<file path="src/rtl/shift_pkg.sv">
// Shared definitions for the universal shift register: command encodings and FSM states.
package shift_pkg;

   typedef enum logic [2:0] {
      OP_HOLD = 3'd0,
      OP_LOAD = 3'd1,
      OP_SHL  = 3'd2,
      OP_SHR  = 3'd3,
      OP_ROL  = 3'd4,
      OP_ROR  = 3'd5,
      OP_ASR  = 3'd6,
      OP_RSVD = 3'd7
   } op_e;

   typedef enum logic {
      ST_IDLE = 1'b0,
      ST_RUN  = 1'b1
   } state_e;

   // Ops that honour op_count and may run as a multi-cycle burst.
   function automatic logic is_step_op(input op_e op);
      return (op == OP_SHL) || (op == OP_SHR) || (op == OP_ROL) ||
             (op == OP_ROR) || (op == OP_ASR);
   endfunction

endpackage

</file>
<file path="src/rtl/usr_step_logic.sv">
// Combinational single-step next-value function for the shift register.
module usr_step_logic
   import shift_pkg::*;
#(
   parameter int WIDTH = 8
) (
   input  logic [WIDTH-1:0] q_i,
   input  op_e              op_i,
   input  logic [WIDTH-1:0] par_in_i,
   input  logic             ser_in_msb_i,
   input  logic             ser_in_lsb_i,
   output logic [WIDTH-1:0] q_d_o
);

   always_comb begin
      q_d_o = q_i;
      case (op_i)
         OP_LOAD: q_d_o = par_in_i;
         OP_SHL:  q_d_o = {q_i[WIDTH-2:0], ser_in_lsb_i};
         OP_SHR:  q_d_o = {ser_in_msb_i, q_i[WIDTH-1:1]};
         OP_ROL:  q_d_o = {q_i[WIDTH-2:0], q_i[WIDTH-1]};
         OP_ROR:  q_d_o = {q_i[0], q_i[WIDTH-1:1]};
         OP_ASR:  q_d_o = {q_i[WIDTH-1], q_i[WIDTH-1:1]};
         default: q_d_o = q_i;
      endcase
   end

endmodule

</file>
<file path="src/rtl/universal_shift_register.sv">
// Universal shift register with a burst engine: one accepted command runs N single-bit steps.
module universal_shift_register
   import shift_pkg::*;
#(
   parameter int WIDTH = 8,
   parameter int CNT_W = 4
) (
   input  logic             clk,
   input  logic             clr,
   input  logic             op_valid,
   output logic             op_ready,
   input  logic [2:0]       op,
   input  logic [CNT_W-1:0] op_count,
   input  logic [WIDTH-1:0] par_in,
   input  logic             ser_in_msb,
   input  logic             ser_in_lsb,
   output logic [WIDTH-1:0] q,
   output logic             ser_out_msb,
   output logic             ser_out_lsb,
   output logic             busy,
   output logic             done
);

   state_e           state_q;
   op_e              op_q;
   logic [CNT_W-1:0] rem_q;
   logic [WIDTH-1:0] q_q;
   logic [WIDTH-1:0] q_d;
   logic             done_q;
   op_e              op_in;
   op_e              step_op;

   assign op_in   = op_e'(op);
   // While bursting, the latched op drives the step; live op/op_count are ignored.
   assign step_op = (state_q == ST_RUN) ? op_q : op_in;

   usr_step_logic #(.WIDTH(WIDTH)) u_step (
      .q_i          (q_q),
      .op_i         (step_op),
      .par_in_i     (par_in),
      .ser_in_msb_i (ser_in_msb),
      .ser_in_lsb_i (ser_in_lsb),
      .q_d_o        (q_d)
   );

   always_ff @(posedge clk) begin
      if (clr) begin
         state_q <= ST_IDLE;
         op_q    <= OP_HOLD;
         rem_q   <= '0;
         q_q     <= '0;
         done_q  <= 1'b0;
      end else begin
         done_q <= 1'b0;
         case (state_q)
            ST_IDLE: begin
               if (op_valid) begin
                  if (!is_step_op(op_in)) begin
                     q_q    <= q_d;
                     done_q <= 1'b1;
                  end else if (op_count == '0) begin
                     done_q <= 1'b1;
                  end else if (op_count == CNT_W'(1)) begin
                     q_q    <= q_d;
                     done_q <= 1'b1;
                  end else begin
                     q_q     <= q_d;
                     op_q    <= op_in;
                     rem_q   <= op_count - CNT_W'(1);
                     state_q <= ST_RUN;
                  end
               end
            end
            ST_RUN: begin
               q_q <= q_d;
               if (rem_q == CNT_W'(1)) begin
                  rem_q   <= '0;
                  done_q  <= 1'b1;
                  state_q <= ST_IDLE;
               end else begin
                  rem_q <= rem_q - CNT_W'(1);
               end
            end
            default: state_q <= ST_IDLE;
         endcase
      end
   end

   assign busy        = (state_q == ST_RUN);
   assign op_ready    = !busy;
   assign q           = q_q;
   assign ser_out_msb = q_q[WIDTH-1];
   assign ser_out_lsb = q_q[0];
   assign done        = done_q;

endmodule
</file>
<file path="config.mk">
export PLATFORM = sky130hd
export DESIGN_NAME = universal_shift_register
export DESIGN_NICKNAME = d
export VERILOG_FILES = /design/src/rtl/shift_pkg.sv /design/src/rtl/usr_step_logic.sv /design/src/rtl/universal_shift_register.sv
export SDC_FILE = /design/constraint.sdc
export NUM_CORES = 1
export LEC_CHECK = 0
export CAP_MARGIN = 5
export CORE_ASPECT_RATIO = 0.75
export CORE_MARGIN = 5
export CORE_UTILIZATION = 45
export DETAILED_ROUTE_END_ITERATION = 16
export PLACE_DENSITY = 0.74
export SLEW_MARGIN = 40
export SYNTH_ARGS = -nofsm -noshare
export SYNTH_HDL_FRONTEND = slang
export SYNTH_HIERARCHICAL = 1
export SYNTH_SLANG_ARGS = --single-unit
</file>
<file path="constraint.sdc">
create_clock -name clk -period 4 [get_ports clk]
set_input_delay 1 -clock clk [delete_from_list [all_inputs] [get_ports clk]]
set_output_delay 1 -clock clk [all_outputs]
set_load 0.01 [all_outputs]
</file>
# == Word-level counts from Yosys, hierarchy flattened ==
# Cells that the tools add are included.
# op_classes
n_addsub,2
n_eq_ne,18
mux,24
n_bitwise,3
n_reduce_logical,9
# ops
cell,n
case mux 8 bit (6 select lines),1
2-to-1 mux 8 bit,3
2-to-1 mux 4 bit,5
"== test 3 bit, second input constant",6
case mux 8 bit (2 select lines),1
"== test 3 x 2 -> 1 bit, second input constant",4
2-to-1 mux 1 bit,10
"== test 4 x 1 -> 1 bit, second input constant",2
"!= test 2 bit, second input constant",4
case mux 4 bit (2 select lines),1
"subtractor 4 x 1 -> 4 bit, second input constant",2
AND reduction 5 bit,1
logical NOT 4 bit,1
logical OR 1 bit,4
case mux 1 bit (2 select lines),2
AND reduction 4 bit,1
"== test 3 x 1 -> 1 bit, second input constant",1
2-to-1 mux 3 bit,1
"!= test 3 bit, second input constant",1
NOT 1 bit,3
AND reduction 2 bit,1
logical NOT 1 bit,1
# totals
regBits,17
in_bits,20
wordCells,61

# == Longest topological paths before layout ==
# depth
word_depth,8
ltp_mapped,9
mapped_depth_nobuf,7

# == By module ==
# Netlist, hierarchy kept.
# modules_own_cells
mod,instances,cells_each,area_each_um2,seq_area_each_um2
universal_shift_register,1,92,895.9,340.3
usr_step_logic,1,48,404.1,0.0

# == Least setup slack after synthesis ==
# Ideal clock, no wire load.
# synth_path
path_kind,input-to-reg
from,in op[0]
to,"reg q_q[0], in the netlist q[0]"
setup_ns,0.128
arrival_time_ns,2.142
t_required_ns,3.872
path_slack_ns,1.731
path_stages,6
n_path_buf,1
path_cell_list,mux2_2 buf_4 a32o_1 o32a_1 mux2i_1 nor2_1
# synth_between
word_cells_on_any_way,23
# synth_lines
item,line,text
start: declaration,universal_shift_register.sv:12,"input logic [2:0] op,"
2-to-1 mux 3 bit *,universal_shift_register.sv:35,assign step_op = (state_q == ST_RUN) ? op_q : op_in;
"== test 3 bit, or another cell as far along",usr_step_logic.sv:17,case (op_i)
case mux 8 bit (6 select lines) *,usr_step_logic.sv:17,
via q_d[0],universal_shift_register.sv:28,logic [WIDTH-1:0] q_d;
2-to-1 mux 8 bit,universal_shift_register.sv:61,end else if (op_count == '0) begin
2-to-1 mux 8 bit,universal_shift_register.sv:58,if (!is_step_op(op_in)) begin
2-to-1 mux 8 bit,universal_shift_register.sv:57,if (op_valid) begin
case mux 8 bit (2 select lines) *,universal_shift_register.sv:55,case (state_q)
end signal: assignment,universal_shift_register.sv:59,q_q <= q_d;
end signal: assignment,universal_shift_register.sv:64,q_q <= q_d;
end signal: assignment,universal_shift_register.sv:67,q_q <= q_d;
end: declaration,universal_shift_register.sv:27,logic [WIDTH-1:0] q_q;
# Mark *: on every way through the listed nets, which the timed path passes. The rest lies on a longest branch. The select of a mux whose other input is x is not followed.
# A chain may end at the register's enable or synchronous reset.

# == Final worst setup path ==
# layout_path
from,in op[1]
to,"reg q_q[5], in the netlist q[5]"
# layout_between
word_cells_on_any_way,23
# layout_lines
item,line,text
2-to-1 mux 3 bit *,universal_shift_register.sv:35,
via step_op[1],universal_shift_register.sv:31,op_e step_op;
"== test 3 bit, or another cell as far along",usr_step_logic.sv:17,
case mux 8 bit (6 select lines) *,usr_step_logic.sv:17,
via q_d[5],universal_shift_register.sv:28,
2-to-1 mux 8 bit,universal_shift_register.sv:61,
2-to-1 mux 8 bit,universal_shift_register.sv:58,
2-to-1 mux 8 bit,universal_shift_register.sv:57,
case mux 8 bit (2 select lines) *,universal_shift_register.sv:55,
# Marks and branches as above.

==> impl_metrics.py <==
metrics = {
    "cts": {
        "post_cts_resized": 0,
        "cts_hold_buf": 0,
        "cts_buffers": 3,
        "cts.sinks": 17,
        "tritoncts": "yes",
        "post-cts-setup-buffer-count": 0,
        "htreeDepth": 1,
        "cts_buffer_depth": 2,
        "clkSlewWorstSetupHoldPaths_ns": 0.07,
        "clock_latency_ns": 0.25,
        "root_buffer": "clkbuf_8",
    },
    "die": {
        "chipWidth_um": 72.07,
        "core_area_sq_um": 2683,
        "rows": 16,
        "ios": 33,
        "fp.dieH_um": 56.55,
        "die_area_sq_um": 4075,
        "initial_core_util_pct": 48.46,
    },
    "sta": {
        "fin_crit_sh_pct": 68.66,
        "skew_ns": 0.003910,
        "drv_slew": 0,
        "fin_crit_ns": 2.746,
        "hold_viol": 0,
        "tns_ns": 0,
        "slew_headroom_pct": 53.54,
        "rsz0062_at_grt": "no",
        "worst_pin_slew_ns": 0.6947,
        "fmax_mhz": 364.1,
        "setup-violations-final": 0,
    },
    "detailed_routing": {
        "drtAntennaViolNets": 0,
        "dr.pass1.iters": 4,
        "vias": 1170,
        "wl_met1_mm": 1.446,
        "dr.first_iter.drc_count": 58,
        "wl_met3_um": 267,
        "drt-total-wl_mm": 3.230,
        "top_layer_used": "met3",
        "vias_per_cell": 5.764,
        "routedWlPerCell_um": 15.91,
        "drc": 0,
        "dr_wl_met2_mm": 1.516,
    },
    "synthesis": {
        "synth_area_sq_um": 1300,
        "synthSimpleGateAreaFrac_pct": 16.27,
        "synthTopCellsByCount": "mux2i_1, nor2_1, dfxtp_1",
        "seq_area_frac_synth_pct": 26.18,
        "yosysTopAreaCellShare_pct": 26.18,
        "yosys_warnings": 6,
        "synth.area.mux_share_pct": 20.40,
        "synth_seq_cells": 17,
        "ys.flop_type": "dfxtp_1",
        "synth_edf_count": 0,
        "synthArstFlopShare_pct": 0,
        "synth_cell_types": 46,
        "synth-adder-area-share_pct": 3.850,
        "synthTopCellsByArea": "dfxtp_1, mux2i_1, nor2_1, o221a_1, a2bb2oi_1",
        "yosys.area.top_type": "dfxtp_1",
        "synth_most_common_cell": "mux2i_1",
        "syn_nets": 164,
        "synth_top_family_by_area": "compound AO/OA/AOI/OAI gates",
        "synth-xor-area-share_pct": 2.021,
        "synth_area_per_cell_sq_um": 9.286,
        "synth-compound-area-share_pct": 22.71,
        "postSynthCellCount": 140,
    },
    "worst_setup_path": {
        "critical_path_class": "in -> reg",
        "cp.depth": 7,
        "worstPathCellList": "clkdlybuf4s50_1 -> mux2_2 -> xor2_1 -> a2bb2oi_1 -> o221a_1 -> mux2i_1 -> nor2_1",
        "cp_max_fo": 12,
        "cp-end-kind": "flop",
        "crit_arrival_ns": 2.86,
        "r2r_slack_ns": 1.64,
        "cp-start-kind": "input port",
        "ff2ff_path_depth": 6,
        "worstPathRequired_ns": 4.12,
        "timing.rr.end": "q[5]",
        "cp_slowest_cell": "clkdlybuf4s50_1",
        "worstReg2RegStart": "busy",
        "critPathTopFamily": "buffers and inverters",
        "crit_buf_inv": 1,
        "slowest_delay_ns": 0.53,
    },
    "power_and_ir_drop": {
        "swShare_pct": 33.74,
        "ir_drop_mv": 0.2556,
        "power.leakage_uw": 0.0006491,
        "power_density_nw_per_um2": 363.8,
        "cell_internal_pwr_uw": 394.5,
        "seq_power_share_pct": 37.4,
        "pwr-share-comb_pct": 40.8,
        "clkPwrFrac_pct": 21.8,
        "p_sw_uw": 200.9,
    },
    "worst_hold_path": {
        "worstHoldEndpoint": "op_q[1]",
        "min_delay_path_depth": 2,
        "hold_class": "reg -> reg",
        "hold_start": "op_q[1]",
    },
    "job": {
        "maxCapViolCount": 0,
    },
    "final_layout": {
        "drive_above_1_share_pct": 9.581,
        "num_antenna_cells": 0,
        "finalNetCount": 192,
        "fillCellCount": 234,
        "areaGrowthSynthToFinish_pct": 25.89,
        "fin_util_pct": 61.01,
    },
    "placement": {
        "place_congestion": 0.8413,
        "hpwl_mm": 2.395,
        "port_buffers": 32,
    },
    "grt": {
        "overflow": 0,
        "grt_start_max_net_pins": 21,
        "track_usage_pct": 15.75,
        "grt_pass1_wl_mm": 5.112,
        "antenna_found_initial": 0,
        "grt_pass1_vias": 1072,
    },
    "outcome": {
        "status": "complete, no violations",
    },
}
[layer usage]
layer / vias up / track usage (%)
met1: 555 / 20.45
met4: 0 / 2.413
li1: 568 / -
met5: - / 0
met2: 47 / 26.33
met3: 0 / 4.278
[per-stage QoR]
stage	instances	cell area [sq um]	hold WS [ns]	power [uW]	worst slack [ns]
final	203	1637	0.5053	595.4	1.254
after global routing	203	1637	0.5637	633.3	1.172
after CTS	203	1637	0.5048	601.8	1.282
after detailed placement	199	1592	0.4859	467.3	1.015
after global placement	199	1592	0.4726	458.8	1.071
after floorplan	140	1300	0.4544	389.6	1.731
[flip-flops by register name, indices dropped and copies added (netlist names)]
name / flops
op_q: 3
q: 8
busy: 1
rem_q: 4
done: 1
[layout by cell type, fill, tap and decap left out, drive strengths merged]
cell type      count
dfxtp             17
a21boi             1
o221a              6
or2                1
nor2              21
nor3               4
o2111a             1
o21a               1
nand3b             1
inv               10
o32ai              2
nand2              3
a32o               1
o32a               1
o311ai             1
a211oi             1
mux2i             22
xor2               1
nand3              1
and3               1
clkdlybuf4s50     32
a21oi              5
o211ai             1
a31oi              1
xnor2              2
nand4              1
mux2               4
nor3b              1
o31ai              1
o22ai              1
clkbuf             4
a22oi              1
ha                 4
nand2b             4
or3                1
a2bb2oi            6
o21ai              1
[how the worst max path moves through the flow]
| stage | from | to | slack (ns) |
|---|---|---|---|
| 2_1_floorplan | op[0] | q[0] | 1.73 |
| 3_3_place_gp | op[0] | q[0] | 1.07 |
| 3_5_place_dp | op[0] | q[0] | 1.01 |
| 4_1_cts | op[0] | q[0] | 1.28 |
| 5_1_grt | op[0] | q[0] | 1.17 |
| 6_report | op[1] | q[5] | 1.25 |
[power by group through the flow]
stage                     registers, uW  clock network [uW]  logic (uW)
after floorplan                     222                   0         168
after global placement              224                   0         234
after detailed placement            226                   0         241
after CTS                           223                 137         243
after global routing                227                 143         263
final                               223                 130         243
[final cells by class]
type                    instances  area, sq um  share of cell area (%)
repair buffers                 32        320.3                   19.57
inverters                      10        37.54                   2.294
clock buffers                   4        45.04                   2.752
flip-flops and latches         17        340.3                   20.80
well taps                      36        45.04                   2.752
multi-input cells             104        848.3                   51.83
[tightest hold or removal path, stage by stage, from the launching register on]
cell and delay, ns:
dfxtp_1 0.33, mux2i_1 0.06, nor2_1 0.08
[cells by family (layout without fill, tap and decap cells)]
| group | after synthesis | after routing |
|---|---|---|
| AOI/OAI and AO/OA | 32 | 32 |
| xor gates and xnor gates | 3 | 3 |
| adders and majority gates | 4 | 4 |
| buffers and inverters | 19 | 46 |
| DFF | 17 | 17 |
| muxes | 26 | 26 |
| and+or+nand+nor | 39 | 39 |
Power figures use the tool's default switching activity.
